## src/rtl/mvu_vvu_axis.sv

```systemverilog
// Streaming MVU/VVU compute engine: SIMD-folded dot products per PE lane over
// AXI-Stream weights and activations; MVU mode reuses one buffered activation vector.
module mvu_vvu_axis #(
  parameter int IS_MVU             = 1,
  parameter int MW                 = 16,
  parameter int MH                 = 16,
  parameter int PE                 = 2,
  parameter int SIMD               = 4,
  parameter int ACTIVATION_WIDTH   = 4,
  parameter int WEIGHT_WIDTH       = 4,
  parameter int ACCU_WIDTH         = ACTIVATION_WIDTH + WEIGHT_WIDTH + $clog2(MW),
  parameter int SIGNED_ACTIVATIONS = 0,
  localparam int NF = (IS_MVU != 0) ? MH / PE : 1,
  localparam int SF = (IS_MVU != 0) ? MW / SIMD : MW / (SIMD * PE),
  localparam int AW = ((IS_MVU != 0) ? 1 : PE) * SIMD,
  localparam int WB = ((PE * SIMD * WEIGHT_WIDTH + 7) / 8) * 8,
  localparam int AB = ((AW * ACTIVATION_WIDTH + 7) / 8) * 8,
  localparam int OB = ((PE * ACCU_WIDTH + 7) / 8) * 8
) (
  input  logic          ap_clk,
  input  logic          ap_rst,
  input  logic [WB-1:0] s_axis_weights_tdata,
  input  logic          s_axis_weights_tvalid,
  output logic          s_axis_weights_tready,
  input  logic [AB-1:0] s_axis_input_tdata,
  input  logic          s_axis_input_tvalid,
  output logic          s_axis_input_tready,
  output logic [OB-1:0] m_axis_output_tdata,
  output logic          m_axis_output_tvalid,
  input  logic          m_axis_output_tready
);
  localparam int SFW = (SF > 1) ? $clog2(SF) : 1;
  localparam int NFW = (NF > 1) ? $clog2(NF) : 1;
  localparam int WL  = PE * SIMD * WEIGHT_WIDTH;
  localparam int AL  = AW * ACTIVATION_WIDTH;
  localparam int OL  = PE * ACCU_WIDTH;

  if (MW % SIMD != 0) begin : g_err_simd
    $error("MW must be a multiple of SIMD");
  end
  if (IS_MVU != 0 && MH % PE != 0) begin : g_err_pe
    $error("MH must be a multiple of PE");
  end
  if (IS_MVU == 0 && MW % (SIMD * PE) != 0) begin : g_err_vvu
    $error("MW must be a multiple of SIMD*PE in VVU mode");
  end

  function automatic logic signed [ACCU_WIDTH-1:0] ext_w(input logic [WEIGHT_WIDTH-1:0] v);
    return {{(ACCU_WIDTH-WEIGHT_WIDTH){v[WEIGHT_WIDTH-1]}}, v};
  endfunction

  function automatic logic signed [ACCU_WIDTH-1:0] ext_a(input logic [ACTIVATION_WIDTH-1:0] v);
    logic msb;
    msb = (SIGNED_ACTIVATIONS != 0) && v[ACTIVATION_WIDTH-1];
    return {{(ACCU_WIDTH-ACTIVATION_WIDTH){msb}}, v};
  endfunction

  // VVU activations are interleaved across lanes: element k + l*PE feeds lane k
  function automatic int act_idx(input int k, input int l);
    return (IS_MVU != 0) ? l : k + l * PE;
  endfunction

  logic [SFW-1:0] sf;
  logic [NFW-1:0] nf;
  logic           en, step, first_nf;
  logic [AL-1:0]  act_cur;
  logic           unused_bits;

  assign unused_bits = &{1'b0, s_axis_weights_tdata, s_axis_input_tdata};
  assign first_nf = (nf == '0);
  assign en       = !(m_axis_output_tvalid && !m_axis_output_tready);
  assign s_axis_weights_tready = !ap_rst && en && (!first_nf || s_axis_input_tvalid);
  assign s_axis_input_tready   = !ap_rst && en && first_nf && s_axis_weights_tvalid;
  assign step = s_axis_weights_tready && s_axis_weights_tvalid;

  always_ff @(posedge ap_clk) begin
    if (ap_rst) begin
      sf <= '0;
      nf <= '0;
    end else if (step) begin
      if (sf == SFW'(SF - 1)) begin
        sf <= '0;
        nf <= (nf == NFW'(NF - 1)) ? '0 : nf + 1'b1;
      end else begin
        sf <= sf + 1'b1;
      end
    end
  end

  if (IS_MVU != 0) begin : g_buf
    logic [AL-1:0] abuf [SF];
    always_ff @(posedge ap_clk) begin
      if (step && first_nf) abuf[sf] <= s_axis_input_tdata[AL-1:0];
    end
    assign act_cur = first_nf ? s_axis_input_tdata[AL-1:0] : abuf[sf];
  end else begin : g_nobuf
    assign act_cur = s_axis_input_tdata[AL-1:0];
  end

  logic                         s1_valid, s1_first, s1_last;
  logic [WL-1:0]                s1_w;
  logic [AL-1:0]                s1_a;
  logic signed [ACCU_WIDTH-1:0] dot [PE];
  logic                         s2_valid, s2_first, s2_last;
  logic signed [ACCU_WIDTH-1:0] s2_dot [PE];
  logic signed [ACCU_WIDTH-1:0] acc [PE];
  logic                         acc_done;
  logic [OL-1:0]                acc_flat;

  always_comb begin
    for (int k = 0; k < PE; k++) begin
      dot[k] = '0;
      for (int l = 0; l < SIMD; l++) begin
        dot[k] = dot[k]
               + ext_w(s1_w[(k*SIMD+l)*WEIGHT_WIDTH +: WEIGHT_WIDTH])
               * ext_a(s1_a[act_idx(k, l)*ACTIVATION_WIDTH +: ACTIVATION_WIDTH]);
      end
    end
  end

  always_comb begin
    acc_flat = '0;
    for (int k = 0; k < PE; k++) acc_flat[k*ACCU_WIDTH +: ACCU_WIDTH] = acc[k];
  end

  // Every stage advances only when the output register can accept, so a stall freezes all
  always_ff @(posedge ap_clk) begin
    if (ap_rst) begin
      s1_valid <= 1'b0;
      s1_first <= 1'b0;
      s1_last  <= 1'b0;
      s1_w     <= '0;
      s1_a     <= '0;
      s2_valid <= 1'b0;
      s2_first <= 1'b0;
      s2_last  <= 1'b0;
      acc_done <= 1'b0;
      for (int k = 0; k < PE; k++) begin
        s2_dot[k] <= '0;
        acc[k]    <= '0;
      end
      m_axis_output_tvalid <= 1'b0;
      m_axis_output_tdata  <= '0;
    end else if (en) begin
      s1_valid <= step;
      s1_first <= (sf == '0);
      s1_last  <= (sf == SFW'(SF - 1));
      s1_w     <= s_axis_weights_tdata[WL-1:0];
      s1_a     <= act_cur;
      s2_valid <= s1_valid;
      s2_first <= s1_first;
      s2_last  <= s1_last;
      for (int k = 0; k < PE; k++) s2_dot[k] <= dot[k];
      acc_done <= s2_valid && s2_last;
      if (s2_valid) begin
        for (int k = 0; k < PE; k++) acc[k] <= s2_first ? s2_dot[k] : acc[k] + s2_dot[k];
      end
      m_axis_output_tvalid <= acc_done;
      if (acc_done) m_axis_output_tdata <= OB'(acc_flat);
    end
  end

endmodule

```

## config.mk

```make
export PLATFORM = sky130hd
export DESIGN_NAME = mvu_vvu_axis
export DESIGN_NICKNAME = d
export VERILOG_FILES = /design/src/rtl/mvu_vvu_axis.sv
export SDC_FILE = /design/constraint.sdc
export NUM_CORES = 1
export LEC_CHECK = 0
export ABC_AREA = 1
export CORE_AREA = 2 2 158 160
export CTS_CLUSTER_DIAMETER = 40
export DETAILED_ROUTE_END_ITERATION = 8
export DIE_AREA = 0 0 160 162
export PLACE_DENSITY_LB_ADDON = 0.3
export SETUP_SLACK_MARGIN = 0.2
export SYNTH_ARGS = -nofsm -noshare
export SYNTH_HDL_FRONTEND = slang
export SYNTH_SLANG_ARGS = --single-unit
```

## constraint.sdc

```tcl
create_clock -name ap_clk -period 5.65 [get_ports ap_clk]
set_input_delay 1.695 -clock ap_clk [delete_from_list [all_inputs] [get_ports ap_clk]]
set_output_delay 1.695 -clock ap_clk [all_outputs]
set_load 0.02 [all_outputs]
```

## Word-level counts from Yosys, hierarchy flattened

Memory sizes are Yosys's and may differ from the RTL's. A register that Yosys moved wholly into a read port is not among the register bits.
Cells that the tools add are included.

- Add/sub/neg operators: 10
- Multipliers: 8
- Eq/ne operators: 2
- Multiplexer cells: 22
- Bitwise operators: 5
- Reductions and logical operators: 17

Operators by type and width:

| cell | count |
|---|---|
| multiplier 4 x 5 -> 9 bit | 8 |
| 2-to-1 mux 12 bit | 6 |
| adder 11 x 9 -> 12 bit | 2 |
| adder 12 bit | 2 |
| adder 10 x 9 -> 11 bit | 2 |
| adder 9 x 9 -> 10 bit | 2 |
| 2-to-1 mux 16 bit | 1 |
| 2-to-1 mux 1 bit | 11 |
| logical AND 1 bit | 8 |
| 2-to-1 mux 2 bit | 3 |
| zero test 1 bit | 4 |
| OR 1 bit | 4 |
| AND reduction 2 bit | 2 |
| adder 3 x 1 -> 3 bit (second input constant) | 1 |
| equality test 3 bit (second input constant) | 1 |
| zero test 3 bit | 1 |
| 2-to-1 mux 3 bit | 1 |
| adder 2 x 1 -> 2 bit (second input constant) | 1 |
| equality test 2 bit (second input constant) | 1 |
| zero test 2 bit | 1 |
| logical OR 1 bit | 1 |
| NOT 1 bit | 1 |

- Register bits after elaboration: 85
- Bits in writable memories: 112
- Input bits: 53
- Output and inout port bits: 27
- Logic and storage cells: 80
- Memories: 3

Memory list:

| name | depth | width | read ports | clocked after memory_dff | write ports | line | RTL |
|---|---|---|---|---|---|---|---|
| g_buf.abuf | 4 | 16 | 1 | 1 | 1 | 91 | `logic [AL-1:0] abuf [SF];` |
| acc | 2 | 12 | 2 | 0 | 2 | 106 | `logic signed [ACCU_WIDTH-1:0] acc [PE];` |
| s2_dot | 2 | 12 | 2 | 0 | 2 | 105 | `logic signed [ACCU_WIDTH-1:0] s2_dot [PE];` |

## Depth between registers and ports, before layout

Gate-level depths: netlist of the first run.

- Word-level depth: 9
- Mapped depth: 25

## Least setup slack after synthesis of the first run

No wires, ideal clock.

- Path kind: reg-to-reg
- Start: register s1_w[11]
- End: memory s2_dot[0][7] (netlist name), data pin
- Setup time: 0.266 ns
- Data arrival time: 4.651 ns
- Slack: 0.733 ns
- Cell stages (with the launch flop): 19
- Path through: dfxtp_1 clkinv_1 nor2_1 fa_1 inv_1 fa_1 inv_1 fa_1 fa_1 fa_1 inv_1 fa_1 inv_1 ha_1 a21oi_1 o21ai_0 a21oi_1 xor2_1 nor2_1

RTL lines:

| what | line | RTL |
|---|---|---|
| from (decl) | 101 | `logic [WL-1:0] s1_w;` |
| from (signal assigned) | 148 | `s1_w <= s_axis_weights_tdata[WL-1:0];` |
| to (decl) | 105 |  |

==> flow_summary.toml, run 1 <==
[synthesis]
synth_top_family_by_area = "adder cells"
yosysSeqAreaShare = 0.3432
yosysWarnings = 0
yosys.area_share.adder = 0.2704
syn_nets = 2076
post_synth_and_or_nand_nor_area_fraction = 0.1790
synthCells = 1776
async_flop_share = 0
yosys_most_used_dff = "edfxtp_1"
syn_area_mm2 = 0.01487
synth_edf_count = 112
synth_xor_area_frac = 0.01329
synth-seq-cells = 199
synthMuxAreaShare = 0
synth_area_per_cell_um2 = 8.375
synth_compound_area_frac = 0.07949
ys_types = 37

[sta]
period_share = 0.9202
worst_slew_pin_slew_ns = 1.161
setup_viol = 0
maxSlewViolCount = 0
max_freq_mhz = 192.3
max_slew_margin = 0.2252
rsz0062_at_grt = "true"
min_period_ns = 5.199
clock_skew_ns = 0.02338
setup_tns_ns = 0
hold_viol_final = 0

[clocking]
clk_latency_ns = 0.46
cts-resized-gates = 0
hold_buffers = 0
cts_buffer_depth = 2
postCtsSetupBuffers = 0
htree_levels = 4
cts_tree = "done"
clkTransAtPathRegs_ns = 0.09
clock_sinks = 199
root_buffer = "clkbuf_16"
numCtsBuffers = 17

[grt]
grt_pass1_vias = 11620
antenna_found_initial = 0
use_met3 = 0.04648
grt_use_total = 0.2701
grt_max_degree = 66
overflow = 0
grt_use_met2 = 0.4752
use_met1 = 0.3395
busiest_layer = "met2"
grt_pass1_wl_um = 55810

[power]
leakage_uw = 0.008493
vdd.ir_drop.worst_mv = 0.1815
power_density_mw_per_mm2 = 304.0

[finish]
fin_cells = 2176
area_growth_pct = 11.60
n_antenna_cell = 0
regArea_mm2 = 0.005115
fill_cells = 1960
drive_gt1_frac = 0.04320
multi_input_area_mm2 = 0.008070
nets = 2139

[place]
portBuffers = 79
gp_congestion = 0.9535
dp_cells = 2144
hpwl_um = 25280

[critical_path]
worstPathRequired_ns = 5.85
crit_type = "flop to flop"
cp_max_fo = 7
crit_path_start_kind = "flop"
cp_data_arrival_time_ns = 5.40
cp-end-kind = "flop"

[routing]
ant_nets = 0
drcViolationCount = 0
drt-wirelength-per-cell_um = 15.52
first_pass_iters = 5
via_per_inst = 5.393
wirelength_um = 33780
vias = 11736
drt_iter0_drc = 951

[die]
die_area_mm2 = 0.02592
core_area_mm2 = 0.02411
std_cell_rows = 57
fp.dieW_um = 160
start_util = 0.6170
ios = 80
die_h_um = 162

[run_status]
status = "complete, no violations"

[run]
max_cap_violations = 0

[hold_path]
holdCritPathClass = "flop to flop"
[flip-flops by register name, indices dropped and copies added, names as in the netlist, named ones only]
signal	count
m_axis_output_tvalid	1
s2_last	1
s1_first	1
acc_done	1
s2_dot	24
nf	3
s1_last	1
acc	24
s1_valid	1
g_buf.abuf	64
sf	2
s2_first	1
s1_w	32
s1_a	16
s2_valid	1
m_axis_output_tdata	24
[worst max-delay path, cell delays in order, from the launching register on]
cell     delay (ns)
dfxtp_1        0.46
nand2_1        0.15
fa_1           0.58
fa_1           0.54
fa_1           0.53
inv_1          0.06
fa_1           0.54
inv_1          0.06
fa_1           0.39
fa_1           0.51
inv_1          0.04
ha_1           0.33
a21oi_1        0.24
o21ai_0        0.14
a21oi_1        0.17
xor2_1         0.17
nor2_1         0.06
[stage by stage]
step | hold WS, ns | setup slack (ns) | util | total power [µW] | area [µm²]
final | 0.4823 | 0.4509 | 0.6886 | 5045 | 16600
after floorplan | 0.4472 | 0.7326 | - | 3260 | 14870
after global placement | 0.4587 | 0.5163 | 0.6614 | 3627 | 15940
after global routing | 0.5171 | 0.1985 | 0.6886 | 5428 | 16600
after detailed placement | 0.4674 | 0.4003 | 0.6614 | 3703 | 15940
after CTS | 0.4812 | 0.3432 | 0.6882 | 5036 | 16590
[logic make-up (layout without fill, tap and decap cells)]
group	count (synthesis)	in the layout
DFF	199	199
adders and majority gates	247	247
AOI/OAI and AO/OA	213	213
xor gates and xnor gates	20	20
buffers and inverters	434	510
and+or+nand+nor	663	663
[cells in the mapped netlist (all sizes together), types with 15 or more instances]
cell / instances / area (µm²)
nor2: 217 / 832.1
nand2: 351 / 1345
a21oi: 59 / 299.0
edfxtp: 112 / 3363
o22ai: 23 / 143.9
inv: 377 / 1415
buf: 37 / 215.2
xor2: 15 / 153.9
fa: 124 / 2482
nand3: 88 / 440.4
o21ai: 101 / 509.2
dfxtp: 87 / 1742
ha: 123 / 1539
clkbuf: 18 / 67.56
[layout make-up]
cell class | count | share of cell area
Sequential cell | 199 | 0.3081
Tap cell | 324 | 0.02442
Timing Repair Buffer | 99 | 0.05668
Inverter | 379 | 0.08570
Clock buffer | 17 | 0.02563
Multi-Input combinational cell | 1143 | 0.4862
Clock inverter | 15 | 0.01327
[cell usage in the layout, fill, tap and decap left out, types with 2 or more instances in the layout]
| master | n |
|---|---|
| xor2_2 | 3 |
| o21ai_1 | 24 |
| clkinv_8 | 5 |
| xnor2_1 | 5 |
| inv_6 | 2 |
| fa_1 | 124 |
| dfxtp_1 | 81 |
| clkdlybuf4s50_1 | 79 |
| inv_12 | 4 |
| o22ai_1 | 23 |
| dfxtp_2 | 5 |
| edfxtp_1 | 112 |
| nand2_4 | 2 |
| nand3_1 | 88 |
| a21boi_0 | 2 |
| nor2_4 | 2 |
| nor2_1 | 214 |
| ha_1 | 123 |
| o21ai_2 | 2 |
| inv_2 | 5 |
| clkbuf_16 | 17 |
| o21ai_0 | 75 |
| o21bai_1 | 12 |
| a32oi_1 | 5 |
| nand2_1 | 343 |
| a211oi_1 | 3 |
| a21o_1 | 6 |
| nand2_2 | 6 |
| a21oi_1 | 58 |
| nand4_1 | 6 |
| xor2_1 | 12 |
| clkinv_1 | 2 |
| inv_16 | 2 |
| buf_4 | 20 |
| inv_1 | 372 |
[final timing paths]
check,slack (ns),end,start,cells after the start
worst min-delay path,0.48,s2_valid,s1_valid,2
worst max-delay path,0.45,s2_dot[0][7],s1_a[3],16
worst max register to register,0.45,s2_dot[0][7],s1_a[3],16
worst min register to register,0.48,s2_valid,s1_valid,2
[power breakdown]
| part | total (µW) | internal, µW | switching (µW) |
|---|---|---|---|
| combinational | 1940 | 750 | 1190 |
| clock | 1330 | 626 | 702 |
| sequential | 1780 | 1670 | 109 |
| total | 5050 | 3040 | 2000 |
[per-layer routing]
metal  share of wire  wire (µm)
met5               0          0
met1            0.42      14040
met4           0.031       1060
met2            0.49      16410
met3           0.067       2264
Power figures use the tool's default switching activity.
==> inputs of run 2 (changes only) <==
--- a/config.mk
+++ b/config.mk
@@ -8,8 +8,9 @@
 export ABC_AREA = 1
-export CORE_AREA = 2 2 158 160
+export CORE_AREA = 2 2 226 228
 export CTS_CLUSTER_DIAMETER = 40
 export DETAILED_ROUTE_END_ITERATION = 8
-export DIE_AREA = 0 0 160 162
+export DIE_AREA = 0 0 228 230
 export PLACE_DENSITY_LB_ADDON = 0.3
 export SETUP_SLACK_MARGIN = 0.2
+export SLEW_MARGIN = 20
 export SYNTH_ARGS = -nofsm -noshare
==> constraint.sdc (replaced) <==
create_clock -name ap_clk -period 5.65 [get_ports ap_clk]
set_input_delay 1.13 -clock ap_clk [delete_from_list [all_inputs] [get_ports ap_clk]]
set_output_delay 1.13 -clock ap_clk [all_outputs]
set_load 0.02 [all_outputs]
==> run 2 against run 1 <==
Effect of this change: die area is 100% higher; critical path depth unchanged; total power decreased by 2.0%; final cell count increased by 16%; sequential power about the same; clock-buffer cell count is the same; critical endpoint unchanged; largest power group unchanged.
==> flow_summary.toml, run 2 (synthesized netlist as in run 1, its figures left out) <==
[critical_path]
critPathBufInv = 3
cp_max_fo = 5
cp_data_arrival_time_ns = 5.32
crit_top_cell = "fa_1"
cpMaxStageDelayCell = "fa_1"
cp-end-kind = "flop"
max_stage_delay_ns = 0.54
worstPathRequired_ns = 5.84
crit_path_start_kind = "flop"
crit_type = "flop to flop"
cp_top_family = "adder cells"
crit_chain = "inv_1 > nor2_1 > fa_1 > fa_1 > fa_1 > fa_1 > fa_1 > inv_1 > fa_1 > inv_1 > ha_1 > a21oi_1 > o21ai_0 > a21oi_1 > xor2_1 > nor2_1"

[finish]
largest_reg_flops = 64
layout_commonest_cell = "inv_1"
drive_gt1_frac = 0.04374
regMostFlops = "g_buf.abuf"
n_antenna_cell = 0
area_growth_pct = 14.28
layout_common_cells = "inv_1 (371), nand2_1 (343), nor2_1 (214), fa_1 (124), ha_1 (123)"
reg.largest.list = "g_buf.abuf (64), s1_w (32)"
nets = 2139

[grt]
grt_max_degree = 66
overflow = 0
antenna_found_initial = 1
grt_pass1_wl_um = 59940
grt_use_total = 0.1444
grt_pass1_vias = 11106

[sta]
hold_viol_final = 0
maxSlewViolCount = 0
min_period_ns = 5.126
rsz0062_at_grt = "true"
layout_setup_ws_ns = 0.5238
max_freq_mhz = 195.1
clock_skew_ns = 0.01682
max_slew_margin = 0.4734
setup_viol = 0
period_share = 0.9073
setup_tns_ns = 0
worst_slew_pin_slew_ns = 0.7899

[die]
std_cell_rows = 82
die_h_um = 230
core_area_mm2 = 0.04986
fp.dieW_um = 228
start_util = 0.2983
ios = 80
die_area_mm2 = 0.05244

[run]
max_cap_violations = 0

[power]
power_density_mw_per_mm2 = 290.8
leakage_uw = 0.008483
vdd.ir_drop.worst_mv = 0.2217

[routing]
ant_nets = 0
via_per_inst = 4.436
vias = 11197
drcViolationCount = 0
drt-wirelength-per-cell_um = 14.43
wirelength_um = 36410
drt_iter0_drc = 755
first_pass_iters = 5

[hold_path]
holdCritPathClass = "flop to flop"

[clocking]
clock_sinks = 199
numCtsBuffers = 17
clkTransAtPathRegs_ns = 0.08
root_buffer = "clkbuf_16"
cts_buffer_depth = 2
clk_latency_ns = 0.46
cts_tree = "done"
htree_levels = 4

[place]
portBuffers = 79
hpwl_um = 28100
gp_congestion = 0.8496
pre_cts_ws_ns = 0.4192

[run_status]
status = "complete, no violations"
-- run 2: repair_timing --
item                                    in CTS  in global routing
gates resized for setup                      0                  5
endpoints found under the setup margin       0                  9
hold buffers                                 0                  0
setup buffers                                0                  0
endpoints found under the hold margin        0                  0
-- run 2: worst min-delay path, delay by kind of cell (launching register included) --
family / cells / cell delay [ns]
flip-flops: 1 / 0.32
buffers and inverters: 1 / 0.07
AO/OA/AOI/OAI: 1 / 0.05
-- run 2: cell type report --
type,instances,area (µm²)
clock inverters,15,173.9
well taps,672,840.8
inverters,379,1423
clock buffers,17,425.4
multi-input cells,1143,8070
flip-flops and latches,199,5112
fillers,5243,32860
repair buffers,99,953.4
-- run 2: path summary, 6_finish.rpt --
| path | from | endpoint | slack, ns | depth (start not counted) |
|---|---|---|---|---|
| max reg2reg | s1_w[7] | s2_dot[0][7] | 0.52 | 16 |
| max | s1_w[7] | s2_dot[0][7] | 0.52 | 16 |
| min | nf[1] | nf[1] | 0.48 | 2 |
| min reg2reg | nf[1] | nf[1] | 0.48 | 2 |
-- run 2: metal layers --
metal	vias to the layer above	global-route usage	part of all wire
li1	5637	-	-
met1	5333	0.1998	0.49
met2	212	0.2335	0.45
met3	15	0.03224	0.052
met4	0	0.02492	0.0067
met5	-	0	0
-- run 2: power by group --
part	switching (µW)	internal, µW	total (µW)	leakage (µW)
Sequential	109	1670	1780	0.00182
Combinational	1170	743	1920	0.00637
Clock	646	604	1250	0.000293
Total	1930	3010	4940	0.00848
-- run 2: metrics by stage --
step | utilization | area (µm²) | power [µW] | hold WS (ns) | cells
floorplan | - | 14870 | 3260 | 0.4472 | 1776
global placement | 0.3287 | 16390 | 3699 | 0.4639 | 2492
detailed placement | 0.3287 | 16390 | 3725 | 0.4699 | 2492
CTS | 0.3408 | 16990 | 4997 | 0.4839 | 2524
global route | 0.3409 | 17000 | 5391 | 0.5061 | 2524
finish | 0.3409 | 17000 | 4943 | 0.4788 | 2524
==> inputs of run 3 (changes only) <==
CTS_CLUSTER_DIAMETER = default   (was 40)
==> results of run 3 <==
Same layout as run 2: the final DEF is identical, and so are final timing and power.
